## src/rtl/psubsb_seq_pkg.sv

```systemverilog
// Shared constants and types for the nibble-parallel saturating subtractor.
// Lane geometry, FSM encoding and saturation limits live here.
package psubsb_seq_pkg;

    localparam int NIB_W   = 4;
    localparam int NUM_NIB = 4;
    localparam int DATA_W  = NIB_W * NUM_NIB;

    typedef enum logic [1:0] {
        IDLE = 2'b00,
        RUN  = 2'b01,
        DONE = 2'b10
    } state_t;

    localparam logic [3:0] SAT_POS = 4'h7;
    localparam logic [3:0] SAT_NEG = 4'h8;

endpackage

```

## src/rtl/psubsb_seq_nibble_sub_sat.sv

```systemverilog
// One signed 4-bit lane: a - b clamped to [-8, +7].
// Shared by all lanes of psubsb_seq, one lane per cycle.
module nibble_sub_sat
    import psubsb_seq_pkg::*;
(
    input  logic [3:0] a,
    input  logic [3:0] b,
    output logic [3:0] res,
    output logic       ovfl
);

    logic [3:0] raw;

    // Two's complement subtract, then clamp toward the sign of a
    always_comb begin
        raw  = a + ~b + 4'd1;
        ovfl = (a[3] != b[3]) && (raw[3] != a[3]);
        res  = raw;
        if (ovfl) begin
            res = a[3] ? SAT_NEG : SAT_POS;
        end
    end

endmodule

```

## src/rtl/psubsb_seq.sv

```systemverilog
// Iterative nibble-parallel saturating subtractor, one lane per cycle.
// Operands are captured on start; results hold until the next launch.
module psubsb_seq
    import psubsb_seq_pkg::*;
(
    input  logic        clk,
    input  logic        rst,
    input  logic        start,
    input  logic [15:0] A,
    input  logic [15:0] B,
    output logic        busy,
    output logic        done,
    output logic [15:0] Diff,
    output logic [3:0]  ovfl
);

    state_t      state;
    state_t      next_state;
    logic [1:0]  cnt;
    logic [15:0] a_q;
    logic [15:0] b_q;
    logic [15:0] diff_q;
    logic [3:0]  ovfl_q;
    logic        load;
    logic [3:0]  lane_we;
    logic [3:0]  lane_a;
    logic [3:0]  lane_b;
    logic [3:0]  lane_r;
    logic        lane_ov;

    // Next-state and handshake outputs; a launch is accepted in IDLE or DONE
    always_comb begin
        next_state = state;
        load       = 1'b0;
        busy       = 1'b0;
        done       = 1'b0;
        unique case (state)
            IDLE: begin
                if (start) begin
                    load       = 1'b1;
                    next_state = RUN;
                end
            end
            RUN: begin
                busy = 1'b1;
                if (cnt == 2'd3) begin
                    next_state = DONE;
                end
            end
            DONE: begin
                done = 1'b1;
                if (start) begin
                    load       = 1'b1;
                    next_state = RUN;
                end else begin
                    next_state = IDLE;
                end
            end
            default: next_state = IDLE;
        endcase
    end

    // State register and lane counter
    always_ff @(posedge clk) begin
        if (rst) begin
            state <= IDLE;
            cnt   <= 2'd0;
        end else begin
            state <= next_state;
            if (load) begin
                cnt <= 2'd0;
            end else if (state == RUN) begin
                cnt <= cnt + 2'd1;
            end
        end
    end

    // Operand capture so input changes during RUN are invisible
    always_ff @(posedge clk) begin
        if (rst) begin
            a_q <= 16'h0000;
            b_q <= 16'h0000;
        end else if (load) begin
            a_q <= A;
            b_q <= B;
        end
    end

    // Lane select into the shared datapath
    always_comb begin
        lane_a = a_q[{cnt, 2'b00} +: NIB_W];
        lane_b = b_q[{cnt, 2'b00} +: NIB_W];
    end

    // Write-enable decode: only the current lane updates in RUN
    always_comb begin
        lane_we = 4'b0000;
        if (state == RUN) begin
            lane_we[cnt] = 1'b1;
        end
    end

    nibble_sub_sat u_lane (
        .a    (lane_a),
        .b    (lane_b),
        .res  (lane_r),
        .ovfl (lane_ov)
    );

    // Result registers: cleared on launch, filled lane by lane
    always_ff @(posedge clk) begin
        if (rst) begin
            diff_q <= 16'h0000;
            ovfl_q <= 4'h0;
        end else if (load) begin
            diff_q <= 16'h0000;
            ovfl_q <= 4'h0;
        end else begin
            for (int i = 0; i < NUM_NIB; i++) begin
                if (lane_we[i]) begin
                    diff_q[i*NIB_W +: NIB_W] <= lane_r;
                    ovfl_q[i]                <= lane_ov;
                end
            end
        end
    end

    assign Diff = diff_q;
    assign ovfl = ovfl_q;

endmodule

```

## config.mk

```make
export PLATFORM = sky130hd
export DESIGN_NAME = psubsb_seq
export DESIGN_NICKNAME = d
export VERILOG_FILES = /design/src/rtl/psubsb_seq_pkg.sv /design/src/rtl/psubsb_seq_nibble_sub_sat.sv /design/src/rtl/psubsb_seq.sv
export SDC_FILE = /design/constraint.sdc
export NUM_CORES = 1
export LEC_CHECK = 0
export CORE_MARGIN = 3
export CORE_UTILIZATION = 30
export DETAILED_ROUTE_END_ITERATION = 8
export DONT_BUFFER_PORTS = 1
export GPL_ROUTABILITY_DRIVEN = 0
export RECOVER_POWER = 50
export SETUP_SLACK_MARGIN = 0.05
export SKIP_CTS_REPAIR_TIMING = 1
export SYNTH_ARGS = -nofsm -noshare
export SYNTH_HDL_FRONTEND = slang
export SYNTH_HIERARCHICAL = 1
export SYNTH_SLANG_ARGS = --single-unit
```

## constraint.sdc

```tcl
create_clock -name clk -period 3 [get_ports clk]
set_clock_uncertainty 0.15 [all_clocks]
set_input_delay 0.3 -clock clk [delete_from_list [all_inputs] [get_ports clk]]
set_output_delay 0.3 -clock clk [all_outputs]
set_load 0.1 [all_outputs]
```

### Word level (Yosys, flattened, before mapping)

Index checks and enable logic that the tools add are counted.

* add/sub/neg operators: 3
* magnitude comparators: 2
* equal/unequal tests: 7
* shift operators: 2
* multiplexer cells: 13
* bitwise operators: 1
* reductions and logical operators: 6

Operator list (number)
* $shiftx 16x5->4: 2
* $mux 4: 3
* $mux 1: 6
* $pmux 2 s3: 1
* $add 4x1->4 const B: 1
* $add 4x4->4: 1
* $eq 2x2->1 const B: 2
* $mux 2: 2
* $ne 2x2->1 const B: 2
* $not 4->4: 1
* $reduce_or 2->1: 2
* $lt 2x3->1 const B: 1
* $add 2x1->2 const B: 1
* $demux 1 s2: 1
* $eq 2x1->1 const B: 1
* $ge 2x1->1 const B: 1
* $logic_and 1x1->1: 2
* $logic_not 2->1: 1
* $ne 1x1->1: 2
* $reduce_and 2->1: 1

* bits in registers: 56
* bits of input ports: 35
* output and inout port bits: 22
* logic and storage cells: 46

### Depth between registers and ports, before layout

Gate-level depths: netlist of the first run.

* depth in word-level cells: 7
* depth in mapped cells: 11
* depth with buffers taken out: 10

### Hierarchy

The synthesis of the first run kept the hierarchy.

Modules (own cells, without submodules)
* psubsb_seq: times used 1, cells each 261, area each 2285.9 µm², sequential area each 1121.1 µm²
* nibble_sub_sat: times used 1, cells each 25, area each 187.7 µm², sequential area each 0.0 µm²

### Least setup slack after synthesis of the first run

Ideal clock, no wire load.

* path type: reg-to-reg
* start: register cnt[0]
* end: register diff_q[0], in the netlist Diff[0]
* library setup time: 0.070 ns
* arrival: 2.741 ns
* data required time: 2.780 ns
* path slack: 0.039 ns
* cell stages (with the launch flop): 10
* buffers on the path: 1
* clock period less this slack: 2.961 ns
* cell sequence: dfxtp_1 -> buf_2 -> mux4_2 -> ha_1 -> a21o_1 -> a21oi_1 -> fa_1 -> a22oi_1 -> nand3_1 -> a21oi_1

* elaborated cells on any way between the ends: 16
* classes of those cells: add/sub: 2; order compare: 2; eq/ne: 2; shift: 2; mux: 5; bitwise: 1; reduce/logical: 2

RTL lines
* from (decl): line psubsb_seq.sv:19 `logic [1:0] cnt;`
* from (signal assigned): line psubsb_seq.sv:73 `cnt <= cnt + 2'd1;`
* $shiftx 16x5->4: line psubsb_seq.sv:91 `lane_a = a_q[{cnt, 2'b00} +: NIB_W];`
* via lane_a[1]: line psubsb_seq.sv:26 `logic [3:0] lane_a;`
* $add 4x4->4: line psubsb_seq_nibble_sub_sat.sv:16 `raw = a + ~b + 4'd1;`
* $add 4x1->4: line psubsb_seq_nibble_sub_sat.sv:16
* $ne 1x1->1: line psubsb_seq_nibble_sub_sat.sv:17 `ovfl = (a[3] != b[3]) && (raw[3] != a[3]);`
* $logic_and 1x1->1: line psubsb_seq_nibble_sub_sat.sv:17
* $mux 4: line psubsb_seq_nibble_sub_sat.sv:19 `if (ovfl) begin`
* via lane_r[0]: line psubsb_seq.sv:28 `logic [3:0] lane_r;`
* to (signal, indexed assignment): line psubsb_seq.sv:121 `diff_q[i*NIB_W +: NIB_W] <= lane_r;`
* to (decl): line psubsb_seq.sv:22 `logic [15:0] diff_q;`

The timed path passes the listed nets, and every way through them passes these cells.
A chain may end at the register's enable or synchronous reset.

### Worst setup path in the final report of the first run

* start: register cnt[0]
* end: register diff_q[12], in the netlist Diff[12]

* cells in the longest elaborated chain, start to end: 7
* elaborated cells on any way between the ends: 16
* classes of those cells: add/sub: 2; order compare: 2; eq/ne: 2; shift: 2; mux: 5; bitwise: 1; reduce/logical: 2

Ends and longest elaborated chain
* $shiftx 16x5->4: line psubsb_seq.sv:92 `lane_b = b_q[{cnt, 2'b00} +: NIB_W];`
* via lane_b[2]: line psubsb_seq.sv:27 `logic [3:0] lane_b;`
* $not 4->4: line psubsb_seq_nibble_sub_sat.sv:16
* $add 4x4->4: line psubsb_seq_nibble_sub_sat.sv:16
* $add 4x1->4: line psubsb_seq_nibble_sub_sat.sv:16
* $ne 1x1->1: line psubsb_seq_nibble_sub_sat.sv:17
* $logic_and 1x1->1: line psubsb_seq_nibble_sub_sat.sv:17
* $mux 4: line psubsb_seq_nibble_sub_sat.sv:19
* via lane_r[0]: line psubsb_seq.sv:28

The timed path passes the listed nets, and every way through them passes these cells.

==> results of run 1 <==
[Yosys cell counts, types with 2 or more instances]
library cell / number / area, µm²
nand2_1: 86 / 323
dfxtp_1: 56 / 1120
a21oi_1: 54 / 270
nand3_1: 20 / 100
mux4_2: 8 / 180
buf_6: 7 / 78.8
ha_1: 7 / 87.6
inv_1: 7 / 26.3
clkbuf_1: 5 / 18.8
nor2_1: 5 / 18.8
buf_2: 4 / 20.0
nand2b_1: 4 / 25.0
nand3b_1: 4 / 30.0
buf_4: 3 / 22.5
nor2b_1: 3 / 18.8
fa_1: 2 / 40.0
mux2i_1: 2 / 20.0
o21ai_1: 2 / 10.0
[power breakdown]
part           total, mW  internal [mW]  switching (mW)  leakage, nW
Clock              0.433          0.188           0.245       0.0445
Sequential         0.819          0.775          0.0443        0.458
Combinational      0.352          0.161           0.191        0.566
Total               1.60           1.12           0.480         1.07
[cell type report]
type	count	area (µm²)
flip-flops and latches	56	1130
clock inverters	1	7.51
repair buffers	45	425
clock buffers	7	86.3
well taps	102	128
fillers	822	4750
multi-input cells	204	1290
inverters	7	28.8
[metal layers]
layer,wire length (µm),vias to the layer above,global-route usage [%]
li1,-,1020,-
met1,2640,930,16.1
met2,2870,52,18.8
met3,347,5,3.89
met4,77,0,3.89
met5,0,-,0
[logic make-up after synthesis]
kind of cell               count (synthesis)
AOI/OAI and AO/OA                         58
xor gates and xnor gates                   2
adders and majority gates                  9
buffers and inverters                     26
DFF                                       56
muxes                                     10
and+or+nand+nor                          125
[critical path, stage by stage, from the launching register on]
cell     delay (ns)
dfxtp_2        0.37
buf_6          0.12
buf_4          0.10
mux4_2         0.49
inv_1          0.10
ha_4           0.21
a21oi_2        0.16
fa_2           0.52
a22oi_2        0.15
buf_4          0.16
nand3_2        0.06
a21oi_2        0.17
[metrics by stage]
stage          util [%]  hold slack, ns  std cells
6_report           39.5         -0.0146        422
5_1_grt            39.5         0.00120        422
2_1_floorplan         -           0.283        286
3_5_place_dp       32.8           0.225        383
3_3_place_gp       32.8           0.224        383
4_1_cts            34.0          -0.107        391
[final timing paths]
path,startpoint,depth (start not counted),slack [ns],endpoint
max reg2reg,cnt[0],11,0.16,Diff[12]
min reg2reg,b_q[15],2,0.31,b_q[15]
min,A[13],2,-0.01,a_q[13]
max,cnt[0],11,0.16,Diff[12]
[flip-flops by register name, summed over array words and instances (netlist names)]
register	flops
state	2
a_q	16
Diff	16
b_q	16
ovfl	4
cnt	2
==> impl_metrics.tcl, run 1 <==
set metrics [dict create \
    outcome "complete, but fails checks" \
    violations "negative hold slack" \
    cts_tree "built" \
    drt-initial-drc-count 122 \
    leakage_nw 1.07 \
    first_global_vias 1767 \
    cp.required_ns 3.09 \
    yosys.area_share.simple_pct 22.1 \
    n_antenna_cell 0 \
    overflow 0 \
    syn2layout_area_growth_pct 25.2 \
    syn_area_um2 2470 \
    ios 57 \
    synth_cell_types 25 \
    p_total_mw 1.60 \
    arrival_ns 2.92 \
    h-tree-depth 2 \
    syn_nets 330 \
    dieArea_um2 9370 \
    start_util_pct 31.5 \
    path_class "reg2reg" \
    cts_buffers 5 \
    whs_ns -0.0146 \
    post-route-drc-count 0 \
    clk_pin_slew_ns 0.10 \
    dp_hpwl_um 4110 \
    drt_wl_total_um 5930 \
    synth_edf_count 0 \
    period_needed_ns 2.84 \
    synthArstFlopShare_pct 0 \
    ant_nets 0 \
    final_common_cell "nand2_1" \
    ys_seq_area_share_pct 45.3 \
    ir_drop_mv 0.201 \
    nets 363 \
    timing.final.ws_setup_ns 0.165 \
    max_freq_mhz 353 \
    min_period_over_period_pct 94.5 \
    maxCapViolations 0 \
    path_max_fanout 5 \
    synth_seq_cells 56 \
    io_buffer_count 0 \
    final_layout_size_suffix_gt1_share_pct 18.4 \
    vias 2007 \
    postLayoutCellArea_um2 3100 \
    synth_top_family_by_area "simple AND/OR/NAND/NOR gates" \
    via_per_inst 4.76 \
    synth-xor-area-share_pct 0.708 \
    fp-row-count 32 \
    hold_violations 2 \
    synth.avg_cell_area_um2 8.65 \
    clk_latency_ns 0.31 \
    slew_viol_final 0 \
    layout_common_cells "nand2_1 (86), dfxtp_1 (54), a21oi_1 (46)" \
    synthFlopType "dfxtp_1" \
    grt_pass1_wl_um 9230 \
    p_per_area_nw_per_um2 518 \
    cp-end-kind "flip-flop" \
    rsz0062_at_grt "false" \
    grt_use_total_pct 12.2 \
    ctsRootBufferMaster "clkbuf_8" \
    clockBufferDepth 2 \
    synth_compound_area_share_pct 11.9 \
    antenna_found_initial 0 \
    clock-sinks 56 \
    synth_adder_area_share_pct 5.16 \
    slew_headroom_pct 22.8 \
    grt_max_degree 36 \
    fin_tns_setup_ns 0 \
    synth_cells 286 \
    die_y_um 96.8 \
    first_pass_iters 5 \
    pre_cts_ws_ns 0.0969 \
    die_w_um 96.8 \
    hp-class "in2reg" \
    avgRoutedWirePerCell_um 14.1 \
    cp-start-kind "flip-flop" \
    yosys_warnings 6 \
    synthMuxAreaShare_pct 8.09 \
    setup_violations 0 \
    coreArea_um2 7850 \
    tightest_slew_ns 1.16 \
    dpl_cell_area_um2 2570 \
]
No activity file was read; power rests on OpenSTA's default activity.
==> inputs of run 2 (changes only) <==
Settings changed: ABC_AREA set to 1.
Clock period 3 ns to 2.87 ns, I/O delays scaled along.
==> run 2 against run 1 <==
  * The run still ends with negative hold slack left
  * Via count up 9.6%
  * Count of clock-buffer cells in the layout down 2
  * Synthesized cell count up 35%
==> impl_metrics.tcl, run 2 <==
set metrics [dict create \
    outcome "complete, but fails checks" \
    violations "negative hold slack" \
    synth-xor-area-share_pct 0 \
    cp-start-kind "flip-flop" \
    overflow 0 \
    fp-row-count 33 \
    synth.area.top_cells "dfxtp_1 (42%), nor2_1 (17%), nand2_1 (9.9%)" \
    maxCapViolations 0 \
    synth_edf_count 0 \
    synth_cell_types 25 \
    slew_viol_final 0 \
    post-route-drc-count 0 \
    synth_cells 385 \
    io_buffer_count 0 \
    die_y_um 101 \
    yosys.area_share.simple_pct 29.6 \
    synthMuxAreaShare_pct 0 \
    clockBufferDepth 2 \
    postLayoutCellArea_um2 2950 \
    clk_pin_slew_ns 0.11 \
    min_period_over_period_pct 91.9 \
    p_per_area_nw_per_um2 571 \
    fin_cells 498 \
    synthFlopType "dfxtp_1" \
    clk_latency_ns 0.31 \
    ios 57 \
    rrSetupSlack_ns 0.23 \
    clock-sinks 56 \
    period_needed_ns 2.64 \
    cts_tree "built" \
    seqCellArea_um2 1130 \
    nets 437 \
    h-tree-depth 2 \
    hp-class "in2reg" \
    dp.cells 482 \
    synth_top_area_cell "dfxtp_1" \
    yosys_warnings 6 \
    r2r-end "Diff[14]" \
    hold_violations 4 \
    path_max_fanout 5 \
    r2r-start "cnt[1]" \
    synth_seq_cells 56 \
    synth_adder_area_share_pct 4.72 \
    setup_violations 0 \
    first_global_vias 2063 \
    post-synth-top-count-cell "nor2_1" \
    timing.final.ws_setup_ns 0.231 \
    ys_seq_area_share_pct 41.5 \
    syn_area_um2 2700 \
    coreArea_um2 8460 \
    worstHoldPathCells 2 \
    ant_nets 0 \
    synthArstFlopShare_pct 0 \
    whs_endpoint "b_q[2]" \
    dp_hpwl_um 4310 \
    start_util_pct 31.9 \
    synth_top_family_by_area "simple AND/OR/NAND/NOR gates" \
    hp-start "B[2]" \
    via_per_inst 4.42 \
    dpl_cell_area_um2 2750 \
    grt_max_degree 36 \
    drt-initial-drc-count 118 \
    p_comb_share_pct 21.1 \
    seq_power_share_pct 53.4 \
    grt_use_total_pct 11.6 \
    power_switching_mw 0.565 \
    n_antenna_cell 0 \
    dieArea_um2 10200 \
    p_total_mw 1.69 \
    swShare_pct 33.5 \
    avgRoutedWirePerCell_um 11.8 \
    max_freq_mhz 379 \
    synth_compound_area_share_pct 11.6 \
    path_class "reg2reg" \
    drt_wl_total_um 5860 \
    cp.required_ns 2.97 \
    pre_cts_ws_ns -0.0101 \
    p_clk_share_pct 25.6 \
    fill_cells 877 \
    whs_ns -0.0127 \
    final_layout_size_suffix_gt1_share_pct 10.4 \
    rsz0062_at_grt "false" \
    ctsRootBufferMaster "clkbuf_8" \
    antenna_found_initial 0 \
    grt_pass1_wl_um 9430 \
    cts_buffers 5 \
    syn_nets 429 \
    vias 2200 \
    first_pass_iters 4 \
    slew_headroom_pct 17.8 \
    p_int_mw 1.12 \
    arrival_ns 2.74 \
    die_w_um 101 \
    synth.avg_cell_area_um2 7.02 \
    syn2layout_area_growth_pct 9.31 \
    reg2reg_depth 14 \
    multi_input_area_um2 1270 \
    final_common_cell "nor2_1" \
    cp-end-kind "flip-flop" \
    synth_top_cells_by_count "nor2_1 (123), nand2_1 (71), dfxtp_1 (56)" \
    tightest_slew_ns 1.23 \
    leakage_nw 1.38 \
    ir_drop_mv 0.197 \
    layout_common_cells "nor2_1 (121), nand2_1 (70), dfxtp_1 (54)" \
    synth_top_area_share_pct 41.5 \
]
run 2: changes by cell type after synthesis, moves of 15 or more:
| cell | previous run | this run |
|---|---|---|
| nand2_1 | 86 | 71 |
| inv_1 | 7 | 38 |
| o21ai_0 | 0 | 36 |
| nor2_1 | 5 | 123 |
| a21oi_1 | 54 | 4 |
| nand3_1 | 20 | 2 |
run 2: area by class of cell:
| cell class | instances | area share, % |
|---|---|---|
| sequential | 56 | 38.2 |
| timing repair inverter | 1 | 0.254 |
| multi-input combinational | 266 | 43.0 |
| timing repair buffer | 17 | 4.83 |
| clock inverter | 2 | 0.551 |
| tap | 105 | 4.45 |
| clock buffer | 5 | 2.33 |
| inverter | 46 | 6.36 |
run 2: critical path, cell delays in order, from the launching register on:
cell        delay (ns)
dfxtp_4           0.39
clkinvlp_4        0.12
buf_4             0.16
nor2_1            0.08
o21ai_0           0.08
nand2_1           0.08
inv_1             0.05
ha_1              0.19
o21a_1            0.20
fa_1              0.50
inv_2             0.09
nand3_4           0.09
a21oi_4           0.19
nor2_1            0.07
nor2_1            0.13
run 2: layer usage:
| metal | global-route usage, % | wire length, µm | up-vias |
|---|---|---|---|
| met5 | 0 | 0 | - |
| met4 | 3.68 | 90 | 0 |
| met3 | 2.56 | 248 | 6 |
| met2 | 19.6 | 2800 | 36 |
| met1 | 14.6 | 2720 | 971 |
| li1 | - | - | 1187 |
run 2: worst max path at each step:
stage | endpoint | slack, ns | startpoint
detailed placement | Diff[14] | -0.01 | cnt[1]
CTS | Diff[14] | -0.03 | cnt[1]
finish | Diff[14] | 0.23 | cnt[1]
global route | Diff[14] | 0.05 | cnt[0]
floorplan | Diff[10] | 0.19 | cnt[0]
global placement | Diff[14] | 0.08 | cnt[1]
run 2: kinds of logic (layout without fill, tap and decap cells):
logic type	after synthesis	in the layout
flops	56	56
fa+ha+maj	9	9
buf+inv	63	71
simple gates	202	202
compound gates	55	55
run 2: power by group through the flow:
stage	logic, mW	registers (mW)	clock network [mW]
floorplan	0.281	0.906	0
global placement	0.315	0.919	0
detailed placement	0.320	0.920	0
CTS	0.321	0.902	0.445
global route	0.407	0.906	0.466
finish	0.355	0.900	0.431
run 2: stage by stage:
stage / util [%] / setup TNS, ns / hold slack (ns)
3_5_place_dp: 32.5 / -0.0101 / 0.209
6_report: 34.9 / 0 / -0.0127
3_3_place_gp: 32.5 / 0 / 0.208
5_1_grt: 34.9 / 0 / 0.000391
2_1_floorplan: - / 0 / 0.206
4_1_cts: 33.5 / -0.0422 / -0.120
==> inputs of run 3 (changes only) <==
Clock period 2.87 ns to 2.5 ns, I/O delays scaled along.
==> run 3 against run 2 <==
  * Sequential cell count did not move
  * First-iteration DRC count is 9.3% lower
  * Critical path depth fell by 2
  * Sequential share of layout area down 3.7 points
  * Count of clock-buffer cells in the layout did not move
  * Clock power is 32% higher
  * Worst hold slack lost 0.019 ns
  * Critical endpoint unchanged
  * Sequential power is 8.8% higher
  * Die area is the same
  * Register-to-register slack got worse by 0.37 ns
  * Largest cell class unchanged
  * Global-route usage is 0.32 points higher
  * The flow finishes with violations (negative hold slack, negative setup slack)
  * Critical path type unchanged
  * Wire length rose by 4.0%
==> impl_metrics.tcl, run 3 (synthesized netlist as in run 2, its figures left out) <==
set metrics [dict create \
    outcome "complete, but fails checks" \
    violations "negative hold slack, negative setup slack" \
    wirelength_met1_um 2930 \
    hp-start "A[2]" \
    ios 57 \
    fin_cells 535 \
    timing.final.ws_setup_ns -0.138 \
    avgRoutedWirePerCell_um 11.4 \
    arrival_ns 2.74 \
    first_pass_iters 6 \
    slew_viol_final 0 \
    cp-end-kind "flip-flop" \
    period_needed_ns 2.64 \
    overflow 0 \
    dp.cells 509 \
    path_max_fanout 10 \
    clk_latency_ns 0.30 \
    final_common_cell "nor2_1" \
    final_layout_size_suffix_gt1_share_pct 14.2 \
    min_period_over_period_pct 106 \
    drt_wl_total_um 6100 \
    wl_met2_um 2810 \
    via_per_inst 4.39 \
    first_global_vias 2036 \
    layout_common_cells "nor2_1 (117), nand2_1 (66), dfxtp_1 (55)" \
    clk_pin_slew_ns 0.10 \
    grt_pass1_wl_um 9780 \
    syn2layout_area_growth_pct 20.5 \
    cts_tree "built" \
    r2r-start "cnt[0]" \
    cts_buffers 5 \
    maxCapViolations 0 \
    setup_violations 16 \
    dieArea_um2 10200 \
    seqCellArea_um2 1120 \
    clock-sinks 56 \
    die_w_um 101 \
    startpoint "cnt[0]" \
    multi_input_area_um2 1310 \
    whs_ns -0.0321 \
    nets 475 \
    ir_drop_mv 0.237 \
    drt-initial-drc-count 107 \
    met3_wirelength_um 310 \
    io_buffer_count 0 \
    cp.required_ns 2.60 \
    hold_violations 9 \
    ctsRootBufferMaster "clkbuf_8" \
    dp_hpwl_um 4310 \
    coreArea_um2 8460 \
    hp-class "in2reg" \
    postLayoutCellArea_um2 3260 \
    top_layer "met4" \
    n_antenna_cell 0 \
    clockBufferDepth 2 \
    rsz0062_at_grt "true" \
    path_class "reg2reg" \
    ant_nets 0 \
    tightest_slew_ns 1.27 \
    antenna_found_initial 0 \
    dpl_cell_area_um2 2980 \
    fp-row-count 33 \
    grt_use_total_pct 11.9 \
    vias 2348 \
    fill_cells 904 \
    grt_max_degree 36 \
    h-tree-depth 2 \
    slew_headroom_pct 15.5 \
    post-route-drc-count 0 \
    max_freq_mhz 379 \
    leakage_nw 1.49 \
    die_y_um 101 \
    start_util_pct 31.9 \
    p_per_area_nw_per_um2 639 \
    cp-start-kind "flip-flop" \
    post-route-util_pct 38.5 \
]
==> run 3: cell count changes in the layout (fill, tap and decap cells not counted), sizes merged <==
cell and change:
bufinv +1, clkinv +1, clkbuf +20, buf +8, inv +2, dlygate4sd3 +9
clkinvlp -4
==> run 3: worst max-delay path, cell delays in order, from the launching register on <==
cell,delay [ns]
dfxtp_4,0.44
clkinv_8,0.09
o211ai_1,0.19
nand2_1,0.12
ha_4,0.30
nand2_2,0.05
o21a_1,0.17
fa_1,0.48
inv_2,0.09
nand3_4,0.10
a21oi_4,0.23
nor2_1,0.06
nor2_1,0.11
==> run 3: final timing paths <==
| check | end | slack (ns) | cells past startpoint |
|---|---|---|---|
| worst min register to register | b_q[2] | 0.34 | 2 |
| worst max register to register | Diff[14] | -0.14 | 12 |
| worst min-delay path | a_q[2] | -0.03 | 2 |
| worst max-delay path | Diff[14] | -0.14 | 12 |
==> run 3: routing by layer <==
| metal | up-vias | global-route usage, % |
|---|---|---|
| li1 | 1271 | - |
| met1 | 1028 | 17.1 |
| met2 | 44 | 17.9 |
| met3 | 5 | 2.98 |
| met4 | 0 | 2.76 |
| met5 | - | 0 |
==> run 3: cell type report <==
type	count	share of cell area (%)
tap	105	4.04
clock inverter	1	0.922
sequential	56	34.6
clock buffer	5	2.11
timing repair buffer	54	11.5
multi-input combinational	266	40.2
timing repair inverter	2	0.538
inverter	46	6.15
==> run 3: metrics by stage <==
stage | setup WS, ns | total power, mW | TNS (ns)
2_1_floorplan | -0.0495 | 1.38 | -0.642
3_3_place_gp | -0.103 | 1.46 | -0.902
3_5_place_dp | -0.178 | 1.47 | -2.16
4_1_cts | -0.211 | 2.04 | -2.53
5_1_grt | -0.314 | 2.21 | -4.57
6_report | -0.138 | 2.08 | -1.81
==> run 3: where the power goes <==
part | total, mW | switching [mW] | internal, mW
clock network | 0.567 | 0.278 | 0.288
logic | 0.534 | 0.348 | 0.186
registers | 0.979 | 0.0338 | 0.945
total | 2.08 | 0.661 | 1.42
